`src/rtl/uart_rx.sv`:
```
`default_nettype none
// ============================================================================
// Module      : uart_rx
// Description : UART receiver. Recovers 8N1 / 8E1 / 8O1 frames from an
//               asynchronous serial line oversampled PRESCALE clocks per bit.
//               Each bit is decided by a 2-of-3 majority around mid-bit.
//               A good frame updates o_p_data together with a one-cycle
//               o_data_valid pulse. A bad frame gives a one-cycle o_par_err
//               and/or o_stp_err pulse and leaves o_p_data unchanged.
// Ports       : clk          - clock, rising edge
//               reset        - synchronous, active-high
//               i_rx_in      - asynchronous serial line (idles high)
//               i_prescale   - clocks per bit (even, 4..32; otherwise 8)
//               i_par_en     - parity bit present
//               i_par_typ    - 0: parity = ~^data, 1: parity = ^data
//               o_p_data     - last good byte
//               o_data_valid - good-frame pulse
//               o_par_err    - parity-mismatch pulse
//               o_stp_err    - stop-bit-low pulse
//               o_rx_busy    - receiver is inside a frame
// Revision    : 1.0 - initial release
// ============================================================================
module uart_rx #(
    parameter int DATA_W  = 8,
    parameter int PRESC_W = 6
) (
    input  logic               clk,
    input  logic               reset,
    input  logic               i_rx_in,
    input  logic [PRESC_W-1:0] i_prescale,
    input  logic               i_par_en,
    input  logic               i_par_typ,
    output logic [DATA_W-1:0]  o_p_data,
    output logic               o_data_valid,
    output logic               o_par_err,
    output logic               o_stp_err,
    output logic               o_rx_busy
);

    localparam int BIT_CNT_W = (DATA_W > 1) ? $clog2(DATA_W) : 1;

    localparam logic [PRESC_W-1:0]   c_ONE           = PRESC_W'(1);
    localparam logic [PRESC_W-1:0]   c_DEFAULT_PRESC = PRESC_W'(8);
    localparam logic [PRESC_W-1:0]   c_MIN_PRESC     = PRESC_W'(4);
    localparam logic [PRESC_W-1:0]   c_MAX_PRESC     = PRESC_W'(32);
    localparam logic [BIT_CNT_W-1:0] c_LAST_BIT      = BIT_CNT_W'(DATA_W - 1);
    localparam logic [BIT_CNT_W-1:0] c_BIT_ONE       = BIT_CNT_W'(1);

    typedef enum logic [2:0] {
        S_IDLE   = 3'd0,
        S_START  = 3'd1,
        S_DATA   = 3'd2,
        S_PARITY = 3'd3,
        S_STOP   = 3'd4
    } state_t;

    state_t r_state;
    state_t w_state_nxt;

    // Synchroniser and per-frame latched configuration
    logic                 r_sync1;
    logic                 r_sync2;
    logic [PRESC_W-1:0]   r_presc;
    logic                 r_par_en;
    logic                 r_par_typ;

    // Bit timing and assembly
    logic [PRESC_W-1:0]   r_edge_cnt;
    logic [BIT_CNT_W-1:0] r_bit_cnt;
    logic [DATA_W-1:0]    r_shift;
    logic                 r_samp_lo;
    logic                 r_samp_mid;
    logic                 r_par_bad;

    logic                 w_rx_s;
    logic                 w_start;
    logic                 w_presc_ok;
    logic [PRESC_W-1:0]   w_half;
    logic [PRESC_W-1:0]   w_samp_lo_pt;
    logic [PRESC_W-1:0]   w_samp_hi_pt;
    logic [PRESC_W-1:0]   w_bit_last;
    logic                 w_at_lo;
    logic                 w_at_mid;
    logic                 w_resolve;
    logic                 w_bit_end;
    logic                 w_majority;
    logic                 w_exp_par;
    logic                 w_last_bit;

    assign w_rx_s  = r_sync2;
    assign w_start = (r_state == S_IDLE) && !w_rx_s;

    assign w_presc_ok = !i_prescale[0]
                        && (i_prescale >= c_MIN_PRESC)
                        && (i_prescale <= c_MAX_PRESC);

    assign w_half       = r_presc >> 1;
    assign w_samp_lo_pt = w_half - c_ONE;
    assign w_samp_hi_pt = w_half + c_ONE;
    assign w_bit_last   = r_presc - c_ONE;

    assign w_at_lo   = (r_edge_cnt == w_samp_lo_pt);
    assign w_at_mid  = (r_edge_cnt == w_half);
    assign w_resolve = (r_edge_cnt == w_samp_hi_pt);
    assign w_bit_end = (r_edge_cnt == w_bit_last);

    // Third sample is the live synchronised line on the resolve cycle
    assign w_majority = (r_samp_lo & r_samp_mid)
                      | (r_samp_lo & w_rx_s)
                      | (r_samp_mid & w_rx_s);

    assign w_exp_par  = r_par_typ ? (^r_shift) : (~^r_shift);
    assign w_last_bit = (r_bit_cnt == c_LAST_BIT);

    assign o_rx_busy = (r_state != S_IDLE);

    // ------------------------------------------------------------------
    // Two-flop synchroniser; resets to the idle (high) line level
    // ------------------------------------------------------------------
    always_ff @(posedge clk) begin
        if (reset) begin
            r_sync1 <= 1'b1;
            r_sync2 <= 1'b1;
        end else begin
            r_sync1 <= i_rx_in;
            r_sync2 <= r_sync1;
        end
    end

    // ------------------------------------------------------------------
    // FSM state register
    // ------------------------------------------------------------------
    always_ff @(posedge clk) begin
        if (reset) begin
            r_state <= S_IDLE;
        end else begin
            r_state <= w_state_nxt;
        end
    end

    // ------------------------------------------------------------------
    // FSM next state
    // ------------------------------------------------------------------
    always_comb begin
        w_state_nxt = r_state;
        case (r_state)
            S_IDLE: begin
                if (!w_rx_s) begin
                    w_state_nxt = S_START;
                end
            end
            S_START: begin
                // A start bit that reads high at mid-bit was a glitch
                if (w_resolve && w_majority) begin
                    w_state_nxt = S_IDLE;
                end else if (w_bit_end) begin
                    w_state_nxt = S_DATA;
                end
            end
            S_DATA: begin
                if (w_bit_end && w_last_bit) begin
                    w_state_nxt = r_par_en ? S_PARITY : S_STOP;
                end
            end
            S_PARITY: begin
                if (w_bit_end) begin
                    w_state_nxt = S_STOP;
                end
            end
            S_STOP: begin
                // Leave early so the tail of the stop bit is spent in IDLE
                // and a back-to-back start edge is not missed.
                if (w_resolve) begin
                    w_state_nxt = S_IDLE;
                end
            end
            default: begin
                w_state_nxt = S_IDLE;
            end
        endcase
    end

    // ------------------------------------------------------------------
    // Datapath: configuration latch, edge/bit counters, sampling, shifter
    // ------------------------------------------------------------------
    always_ff @(posedge clk) begin
        if (reset) begin
            r_presc    <= c_DEFAULT_PRESC;
            r_par_en   <= 1'b0;
            r_par_typ  <= 1'b0;
            r_edge_cnt <= '0;
            r_bit_cnt  <= '0;
            r_shift    <= '0;
            r_samp_lo  <= 1'b1;
            r_samp_mid <= 1'b1;
            r_par_bad  <= 1'b0;
        end else begin
            if (w_start) begin
                r_presc   <= w_presc_ok ? i_prescale : c_DEFAULT_PRESC;
                r_par_en  <= i_par_en;
                r_par_typ <= i_par_typ;
                r_par_bad <= 1'b0;
                r_bit_cnt <= '0;
            end

            // The start-detect cycle is edge 0, so the first START cycle is edge 1
            if (r_state == S_IDLE) begin
                r_edge_cnt <= w_start ? c_ONE : '0;
            end else if (w_bit_end || (w_state_nxt == S_IDLE)) begin
                r_edge_cnt <= '0;
            end else begin
                r_edge_cnt <= r_edge_cnt + c_ONE;
            end

            if (r_state != S_IDLE) begin
                if (w_at_lo) begin
                    r_samp_lo <= w_rx_s;
                end
                if (w_at_mid) begin
                    r_samp_mid <= w_rx_s;
                end
            end

            if (r_state == S_DATA) begin
                if (w_resolve) begin
                    r_shift <= {w_majority, r_shift[DATA_W-1:1]};
                end
                if (w_bit_end) begin
                    r_bit_cnt <= r_bit_cnt + c_BIT_ONE;
                end
            end

            if ((r_state == S_PARITY) && w_resolve) begin
                r_par_bad <= (w_majority != w_exp_par);
            end
        end
    end

    // ------------------------------------------------------------------
    // Registered frame result
    // ------------------------------------------------------------------
    always_ff @(posedge clk) begin
        if (reset) begin
            o_p_data     <= '0;
            o_data_valid <= 1'b0;
            o_par_err    <= 1'b0;
            o_stp_err    <= 1'b0;
        end else begin
            o_data_valid <= 1'b0;
            o_par_err    <= 1'b0;
            o_stp_err    <= 1'b0;
            if ((r_state == S_STOP) && w_resolve) begin
                o_stp_err <= !w_majority;
                o_par_err <= r_par_bad;
                if (w_majority && !r_par_bad) begin
                    o_data_valid <= 1'b1;
                    o_p_data     <= r_shift;
                end
            end
        end
    end

endmodule
`default_nettype wire

```
`config.mk`:
```
export PLATFORM = sky130hd
export DESIGN_NAME = uart_rx
export DESIGN_NICKNAME = d
export VERILOG_FILES = /design/src/rtl/uart_rx.sv
export SDC_FILE = /design/constraint.sdc
export NUM_CORES = 1
export LEC_CHECK = 0
export CAP_MARGIN = 0
export CORE_UTILIZATION = 35
export CTS_CLUSTER_SIZE = 30
export DETAILED_ROUTE_END_ITERATION = 8
export DONT_BUFFER_PORTS = 1
export PLACE_DENSITY_LB_ADDON = 0.1
export SYNTH_ARGS = -nofsm -noshare
export SYNTH_HDL_FRONTEND = slang
export SYNTH_SLANG_ARGS = --single-unit
```
`constraint.sdc`:
```
create_clock -name clk -period 7.1 [get_ports clk]
set_clock_uncertainty 0.15 [all_clocks]
set_input_delay 1.42 -clock clk [delete_from_list [all_inputs] [get_ports clk]]
set_output_delay 1.42 -clock clk [all_outputs]
set_load 0.005 [all_outputs]
```
==> results.txt, run 1 <==
Starting Density - 36.92%
Synthesized flop and latch total - 44
Critical Path Slowest Stage Cell - nor4_4
FILL cells - 670
Clock latency at the later pin of the worst-skew pair - 0.30 ns
Share of layout cells above drive strength 1 - 6.202%
Clk pin slew, worst setup/hold paths - 0.09 ns
# IOs - 23
Psw - 0.1009 mW
Multi-input gate area - 1389 um2
Die H - 84.55 um
Routed wire length - 4948 um
RSZ-0062 raised after global routing - no
Syn. warnings - 0
Core Area - 6459 um2
DIE AREA - 7148 um2
Met3 WL - 248 um
Sink Count - 44
Leading cell type in the layout, fill and taps excluded - dfxtp_1
Measured slew at the worst slew-check pin - 0.7620 ns
P per Cell Area - 187.5 nW/um2
Crit-path max FO - 10
Via density - 5.275
IO buf count - 0
Longest Clk Path Bufs - 2
Syn nets - 283
Wl on met1 - 2656 um
Period utilization - 44.83%
CP Cell Sequence - inv_1 -> ha_1 -> xnor2_1 -> nand3_1 -> or3_1 -> nor4_4 -> mux2i_1 -> nor2_1
Status - finished with violations
Fmax - 0.3142 GHz
Post-synthesis cell type count - 50
Worst min-delay path category - register to register
Synth Instances - 265
Register area share after synthesis - 36.94%
Failing checks - DRC
Syn avg cell area - 8.999 um2
Final Hold Fails - 0
ANT nets after route - 0
Crit path required time - 7.15 ns
Combinational share of power - 3.2%
Pre-antenna DRT Iters - 6
Largest net degree at the start of global routing - 45
Post_cts resized - 0
Synth area leaders - dfxtp_1 (37%), mux2i_1 (7.6%), xnor2_1 (6.6%), xor2_1 (4.8%), nor2_1 (4.4%)
Post-Syn Area - 2385 um2
Width of the die - 84.55 um
Antenna fix cells - 0
Share of power burned in the clock network - 43.5%
DP Area - 2389 um2
Post-synth EDFFs - 0
Area growth, synth to finish - 5.247%
Worst Setup Start Kind - register
Most common flop cell mapped by yosys - dfxtp_1
Switching share of power - 21.44%
Layout Nets - 275
First-pass GRT wire length - 8418 um
Max-slew headroom - 48.66%
Crit path kind - register to register
Total power - 0.4706 mW
CTS Buf Count - 5
Final setup viols - 0
Vias in the first global route - 1,639
Residual DRC - 2
Period minus WS final - 3.183 ns
Final HPWL DP - 3503 um
DR vias - 1,767
Max-slew violations - 0
Aggregate negative setup slack - 0 ns
Commonest non-fill, non-tap cells in the layout - dfxtp_1 (44), nor2_1 (28), nand2_1 (21)
Leakage power - 0.8298 nW
Antenna violations before repair - 0
Async SR Flop Fraction - 0%
CTS hold repair buffers - 0
FP Rows - 29
Reg power frac - 53.2%
Max cap viols - 0
Power Internal - 0.3697 mW
Grt total ovfl - 0
Met2 routed wirelength - 1996 um
Top cell type's share of synthesized area - 36.94%
Final instance area - 2510 um2
RePlAce Congestion - 0.8480
H-tree levels - 2
Critical Path AT - 3.23 ns
Endpoint class of the critical path - register
CTS tree - built
Max incr delay on CP - 0.75 ns
Avg WL per Cell - 14.77 um
Max layer used - met4
Clk root buf - clkbuf_8
Gr usage total - 15.08%
Worst VDD drop - 0.00009198 V
DR iter-0 viols - 84
Seq. cell area - 880.8 um2
# Post-CTS Setup Buffers - 0
Largest area contributor in the netlist - dfxtp_1
-- worst max-delay path: cells and delay by family (launching register included) --
family,cells,cell delay (ns)
buf+inv,1,0.14
simple gates,4,1.51
flops,1,0.53
xor+xnor,1,0.18
mux,1,0.26
fa+ha+maj,1,0.30
-- stage by stage --
stage | utilization, % | hold WS (ns) | std cells | setup slack (ns)
floorplan | - | 0.2395 | 265 | 4.502
global route | 38.86 | 0.3120 | 335 | 3.663
finish | 38.86 | 0.2735 | 335 | 3.917
CTS | 38.86 | 0.2785 | 335 | 3.916
global placement | 36.98 | 0.2541 | 327 | 4.011
detailed placement | 36.98 | 0.2613 | 327 | 3.945
-- cell usage after synthesis, drive strengths merged, types with 2 or more instances --
library cell   n
nor2b          3
nor2          29
a31oi          2
xnor2         19
or3            2
o21ai          2
ha             7
nor4           8
clkbuf         7
nand3         10
a21o           3
or2            2
nand2b         6
nand3b         2
and3           3
nor3           9
a21oi         12
o41ai          2
inv            6
buf            8
dfxtp         44
nor4b          3
o21a           2
o211ai         5
xor2          13
mux2i         18
nand2         21
-- power by group through the flow --
stage	Clock [mW]	Combinational [mW]	Sequential, mW
after floorplan	0	0.0161	0.255
after global placement	0	0.0156	0.256
after detailed placement	0	0.0154	0.256
after CTS	0.212	0.0155	0.250
after global routing	0.221	0.0172	0.251
final	0.205	0.0152	0.250
-- kinds of logic (layout without fill, tap and decap cells) --
family,Yosys count,in the layout,synth area share [%]
flops,44,44,36.94
fa+ha+maj,7,7,3.672
xor+xnor,32,32,12.07
simple gates,103,103,22.88
compound gates,39,39,11.60
buf+inv,21,14,4.826
mux,19,19,8.027
-- final timing paths --
kind	startpoint	end	slack (ns)	depth (start not counted)
setup / recovery	r_presc[2]	o_p_data[4]	3.92	8
hold reg to reg	r_sync1	r_sync2	0.27	1
hold / removal	r_sync1	r_sync2	0.27	1
setup reg to reg	r_presc[2]	o_p_data[4]	3.92	8
-- sequential cells by signal (all words and copies together) (netlist names) --
name	count
o_data_valid	1
o_par_err	1
r_par_bad	1
r_sync2	1
r_presc	6
r_samp_mid	1
r_edge_cnt	6
r_shift	8
r_samp_lo	1
r_sync1	1
r_state	3
r_par_typ	1
o_stp_err	1
o_p_data	8
r_par_en	1
r_bit_cnt	3
-- metal layers --
metal	track usage, %	vias up
li1	-	916
met1	21.99	815
met2	21.14	31
met3	4.621	5
met4	4.622	0
met5	0	-
-- cell type report --
class / count / share of cell area (%)
multi-input cells: 200 / 55.33
flip-flops and latches: 44 / 35.09
well taps: 77 / 3.838
clock buffers: 6 / 3.290
clock inverters: 2 / 1.545
inverters: 6 / 0.8973
No activity file was read; power rests on OpenSTA's default activity.
==> inputs of run 2 (changes only) <==
ABC_AREA = 1   (was unset)
clock period = 2.8 ns   (was 7.1 ns; I/O delays follow)
==> results.txt, run 2 <==
Reg2reg setup slack - 0.55 ns (-3.36 ns)
Syn nets - 370 (+31%)
Critical Path AT - 2.29 ns (-0.94 ns)
Area growth, synth to finish - 9.353%
FP Rows - 30 (+3.4%)
Most common flop cell mapped by yosys - dfxtp_1
Core Area - 6869 um2 (+6.4%)
First-pass GRT wire length - 9363 um (+11%)
Post-synth EDFFs - 0 (unchanged)
IO buf count - 0 (unchanged)
RSZ-0062 raised after global routing - no
Leading cell type in the layout, fill and taps excluded - nand2_1
Die H - 86.77 um (+2.6%)
Async SR Flop Fraction - 0% (unchanged)
Critical Path Slowest Stage Cell - dfxtp_1
Longest Clk Path Bufs - 2 (unchanged)
Clock latency at the later pin of the worst-skew pair - 0.30 ns (about the same)
Clk pin slew, worst setup/hold paths - 0.08 ns (about the same)
Post-synthesis cell type count - 34 (-32%)
Synthesized flop and latch total - 44 (unchanged)
R2r endpoint - r_edge_cnt[2]
CTS Buf Count - 5 (unchanged)
DIE AREA - 7528 um2 (+5.3%)
Crit path top cell by count - nand2_1
Worst Min Path Start - reset
Starting Density - 36.61% (-0.31 points)
Commonest non-fill, non-tap cells in the layout - nand2_1 (87), dfxtp_1 (44), inv_1 (34)
# IOs - 23 (unchanged)
ANT nets after route - 0 (unchanged)
Leakage power - 1.110 nW (+34%)
Layout Nets - 373 (+36%)
Reg2Reg Depth - 14 (+6)
Post_cts resized - 0 (unchanged)
Top cell type's share of synthesized area - 35.02% (-1.9 points)
Final Hold Fails - 0 (unchanged)
FILL cells - 727 (+8.5%)
Syn avg cell area - 7.145 um2 (-21%)
Measured slew at the worst slew-check pin - 0.5674 ns (-0.1946 ns)
Hold slack - 0.1758 ns (-0.09768 ns)
Largest net degree at the start of global routing - 31 (-31%)
Worst min-delay path category - primary input to register
Worst VDD drop - 0.0002006 V (+120%)
Routed wire length - 5489 um (+11%)
Period utilization - 80.21% (+35 points)
Crit path required time - 2.85 ns (-4.30 ns)
Antenna fix cells - 0 (unchanged)
Clk root buf - clkbuf_8
DP Worst Slack - 0.5519 ns (-3.393 ns)
Synth area leaders - dfxtp_1 (35%), nand2_1 (13%), nand3_1 (5.4%), inv_1 (5.1%), a21oi_1 (5.0%)
Synth Instances - 352 (+33%)
Residual DRC - 0 (-2)
H-tree levels - 2 (unchanged)
Post-Syn Area - 2515 um2 (+5.5%)
Final HPWL DP - 4224 um (+21%)
Aggregate negative setup slack - 0 ns (unchanged)
Reg2reg start - r_presc[1]
Avg WL per Cell - 12.17 um (-18%)
DR iter-0 viols - 88 (+4.8%)
Fmax - 0.4453 GHz (+42%)
# Post-CTS Setup Buffers - 0 (unchanged)
Placed insts - 444 (+36%)
Setup slack after layout - 0.5541 ns (-3.363 ns)
Grt total ovfl - 0 (unchanged)
Largest registers - o_p_data x8, r_shift x8
Endpoint class of the critical path - register
Share of layout cells above drive strength 1 - 16.34% (+10 points)
Cell depth of the worst min-delay path - 1 (unchanged)
Gr usage total - 16.17% (+1.1 points)
Multi-input gate area - 1413 um2 (+1.7%)
Count leader, synth - nand2_1
Period minus WS final - 2.246 ns (-0.9372 ns)
Largest area contributor in the netlist - dfxtp_1
Vias in the first global route - 1,979 (+21%)
Commonest cells in the netlist - nand2_1 (87), dfxtp_1 (44), inv_1 (34), nand3_1 (27), a21oi_1 (25)
Register area share after synthesis - 35.02% (-1.9 points)
Syn. warnings - 0 (unchanged)
Max incr delay on CP - 0.43 ns (-0.32 ns)
Width of the die - 86.77 um (+2.6%)
Via density - 4.676 (-11%)
Crit-path max FO - 5 (-5)
Final setup viols - 0 (unchanged)
P per Cell Area - 476.4 nW/um2 (+150%)
Status - complete, no violations
Max-slew violations - 0 (unchanged)
CTS hold repair buffers - 0 (unchanged)
Antenna violations before repair - 0 (unchanged)
Sink Count - 44 (unchanged)
Worst Hold End - r_bit_cnt[1]
Max cap viols - 0 (unchanged)
DR vias - 2,109 (+19%)
Non-filler instance count after layout - 451 (+35%)
Worst Setup Start Kind - register
Crit path kind - register to register
Max-slew headroom - 61.88% (+13 points)
RePlAce Congestion - 0.8319 (-1.9%)
CTS tree - built
Pre-antenna DRT Iters - 4 (-2)
Seq. cell area - 880.8 um2 (unchanged)
CP Cell Sequence - inv_2 -> ha_1 -> nand2_1 -> nand2_1 -> nor2_1 -> nand2_1 -> nor2_2 -> nand3_1 -> nand3_1 -> nand2_2 -> nor2_4 -> nand3_4 -> nand2_4 -> nor2_2
## run 2: cell count changes after synthesis, moves of 9 or more
cell,change
nand2_1,+66
inv_1,+28
mux2i_1,-18
nand3_1,+17
a21oi_1,+13
inv_2,+11
nand2_2,+10
nor2_2,+9
o21ai_0,+9
## run 2: how the worst max path moves through the flow
stage,slack [ns],start,cells past startpoint,endpoint
global placement,0.58,r_presc[1],15,r_edge_cnt[5]
floorplan,0.70,r_presc[2],15,r_edge_cnt[2]
detailed placement,0.55,r_presc[1],14,r_edge_cnt[3]
global route,0.27,r_presc[1],15,r_edge_cnt[5]
CTS,0.53,r_presc[1],14,r_edge_cnt[2]
finish,0.55,r_presc[1],14,r_edge_cnt[2]
## run 2: report_power, final
group	switching, mW	internal, mW	total (mW)
sequential	0.0112	0.633	0.645
combinational	0.0663	0.0366	0.103
clock	0.211	0.351	0.563
## run 2: kinds of logic after synthesis
family / after synthesis / synth area share (%)
simple gates: 181 / 35.92
fa+ha+maj: 7 / 3.482
compound gates: 45 / 9.801
buf+inv: 55 / 8.806
flops: 44 / 35.02
xor+xnor: 20 / 6.965
## run 2: worst max-delay path: cells and delay by family, from the launching register on
kind          cells  cell delay [ns]
fa+ha+maj         1             0.32
buf+inv           1             0.09
flops             1             0.43
simple gates     12             1.15
## run 2: layout make-up
| cell class | instances | area share, % |
|---|---|---|
| Sequential cell | 44 | 32.03 |
| Clock inverter | 2 | 2.184 |
| Tap cell | 96 | 4.368 |
| Multi-Input combinational cell | 253 | 51.36 |
| Timing Repair Buffer | 3 | 0.8189 |
| Inverter | 48 | 6.733 |
| Clock buffer | 5 | 2.502 |
## run 2: per-stage QoR
| stage | area, um2 | util (%) | total power [mW] |
|---|---|---|---|
| finish | 2750 | 40.04 | 1.310 |
| global route | 2750 | 40.04 | 1.366 |
| CTS | 2750 | 40.04 | 1.338 |
| detailed placement | 2621 | 38.16 | 0.7630 |
| global placement | 2621 | 38.16 | 0.7632 |
| floorplan | 2515 | - | 0.7457 |
## run 2: per-layer routing
layer	vias up	routed length, um	global-route usage (%)
met3	7	241	3.429
met5	-	0	0
li1	1123	-	-
met1	945	2825	22.97
met2	34	2357	24.17
met4	0	64	5.455
==> inputs of run 3 (changes only) <==
ABC_AREA = 0   (was 1)
clock period = 2.3 ns   (was 2.8 ns; I/O delays follow)
==> results.txt, run 3 (same netlist as run 1, synthesis figures left out) <==
Status - finished with violations
Failing checks - DRC, setup timing
# IOs - 23 (unchanged)
Max-slew violations - 0 (unchanged)
Final HPWL DP - 3902 um (-7.6%)
Multi-input gate area - 1703 um2 (+21%)
Share of layout cells above drive strength 1 - 34.11% (+18 points)
Total power - 1.489 mW (+14%)
Routed wire length - 5717 um (+4.2%)
Area growth, synth to finish - 35.31%
Via density - 5.193 (+11%)
FP Rows - 29 (-3.3%)
Max-slew headroom - 51.50% (-10 points)
Max layer used - met4
DIE AREA - 7148 um2 (-5.1%)
CTS Buf Count - 5 (unchanged)
Core Area - 6459 um2 (-6.0%)
Leakage power - 1.121 nW (+1.0%)
Crit path required time - 2.35 ns (-0.50 ns)
Layout Nets - 319 (-14%)
Max cap viols - 0 (unchanged)
Seq. cell area - 892.1 um2 (+1.3%)
Longest Clk Path Bufs - 2 (unchanged)
Period minus WS final - 2.460 ns (+0.2139 ns)
Largest registers - o_p_data x8, r_shift x8
Critical Path Slowest Stage Cell - or4b_4
Setup slack after layout - -0.1597 ns (-0.7139 ns)
Clock latency at the later pin of the worst-skew pair - 0.30 ns (about the same)
Final instance area - 3227 um2 (+17%)
Period utilization - 106.9% (+27 points)
DP Area - 2776 um2 (+5.9%)
Antenna fix cells - 0 (unchanged)
IO buf count - 0 (unchanged)
Power Internal - 1.157 mW (+13%)
Combinational share of power - 5.2% (-2.7 points)
Switching share of power - 22.26% (+0.21 points)
Largest net degree at the start of global routing - 45 (+45%)
Residual DRC - 4 (+4)
Width of the die - 84.55 um (-2.6%)
Grt total ovfl - 0 (unchanged)
Crit-path max FO - 6 (+1)
H-tree levels - 2 (unchanged)
FILL cells - 608 (-16%)
Psw - 0.3314 mW (+15%)
P per Cell Area - 461.3 nW/um2 (-3.2%)
Clk pin slew, worst setup/hold paths - 0.09 ns (about the same)
Gr usage total - 16.20% (+0.034 points)
Final Hold Fails - 0 (unchanged)
DP Worst Slack - -0.2538 ns (-0.8057 ns)
Leading cell type in the layout, fill and taps excluded - dfxtp_1
Sink Count - 44 (unchanged)
Share of power burned in the clock network - 43.0% (about the same)
Met3 WL - 211 um (-12%)
Endpoint class of the critical path - register
CTS tree - built
Reg power frac - 51.8% (+2.6 points)
Vias in the first global route - 1,910 (-3.5%)
RePlAce Congestion - 0.8603 (+3.4%)
Met2 routed wirelength - 2516 um (+6.7%)
DR iter-0 viols - 107 (+22%)
Measured slew at the worst slew-check pin - 0.7199 ns (+0.1525 ns)
Worst min-delay path category - primary input to register
Antenna violations before repair - 0 (unchanged)
Critical Path AT - 2.51 ns (+0.22 ns)
Die H - 84.55 um (-2.6%)
Crit path kind - register to register
Starting Density - 36.92% (+0.31 points)
Fmax - 0.4065 GHz (-8.7%)
Avg WL per Cell - 15.08 um (+24%)
DR vias - 1,968 (-6.7%)
Pre-antenna DRT Iters - 6 (+2)
Max incr delay on CP - 0.53 ns (+0.10 ns)
Final setup viols - 18 (+18)
ANT nets after route - 0 (unchanged)
CP Cell Sequence - inv_6 -> ha_4 -> a21boi_2 -> nand2_2 -> xnor2_4 -> or4b_4 -> a211oi_4 -> o211a_4 -> nor4_2
Wl on met1 - 2932 um (+3.8%)
First-pass GRT wire length - 9211 um (-1.6%)
Worst Setup Start Kind - register
Commonest non-fill, non-tap cells in the layout - dfxtp_1 (39), buf_4 (38), nor2_1 (25)
Worst VDD drop - 0.0001971 V (-1.7%)
Clk root buf - clkbuf_8
RSZ-0062 raised after global routing - yes
==> run 3: changes by cell type in the layout (fill, tap and decap cells not counted), sizes merged, moves of 8 or more <==
cell / change
inv: -39
buf: +40
a21oi: -15
nand3: -22
xnor2: +8
o21ai: -10
nand2: -78
mux2i: +18
==> run 3: critical path: cells and delay by family, from the launching register on <==
kind	cells	cell delay [ns]
DFF	1	0.38
and+or+nand+nor	3	0.71
AOI/OAI and AO/OA	3	0.73
adders and majority gates	1	0.13
buffers and inverters	1	0.08
xor gates and xnor gates	1	0.17
==> run 3: timing repair <==
| item | CTS | global route |
|---|---|---|
| resized for setup | 24 | 26 |
| pin swaps | 9 | 10 |
| hold buffers | 0 | 0 |
| setup buffers | 3 | 2 |
| cloned | 0 | 1 |
| setup endpoints to repair | 27 | 30 |
==> run 3: worst paths after layout <==
path / from / to / depth (start not counted) / slack, ns
min: reset / o_data_valid / 1 / 0.07
max: r_presc[1] / r_edge_cnt[2] / 9 / -0.16
max reg2reg: r_presc[1] / r_edge_cnt[2] / 9 / -0.16
min reg2reg: r_sync1 / r_sync2 / 1 / 0.29
==> run 3: layout make-up <==
type                    count  share of cell area [%]
multi-input cells         200                   52.77
well taps                  77                   2.986
inverters                   6                  0.9306
clock inverters             2                   1.202
repair buffers             44                   11.90
clock buffers               6                   2.559
flip-flops and latches     44                   27.65
==> run 3: metrics by stage <==
step	instances	hold slack, ns	TNS (ns)	util [%]
floorplan	265	0.2395	-0.8213	-
global placement	366	0.2564	-2.374	42.99
detailed placement	366	0.2721	-2.821	42.99
CTS	377	0.05148	-2.188	47.37
global route	379	0.05527	-4.703	49.96
finish	379	0.06944	-2.157	49.96
==> run 3: layer usage <==
metal	up-vias	global-route usage (%)
met1	932	23.12
met5	-	0
li1	1008	-
met4	0	4.160
met3	6	3.343
met2	22	24.91
==> run 3: power groups by stage <==
stage                     clock network (mW)  logic [mW]  registers, mW
after floorplan                            0      0.0528          0.788
after global placement                     0      0.0610          0.790
after detailed placement                   0      0.0608          0.790
after CTS                              0.666      0.0720          0.772
after global routing                   0.690      0.0835          0.772
final                                  0.641      0.0773          0.771
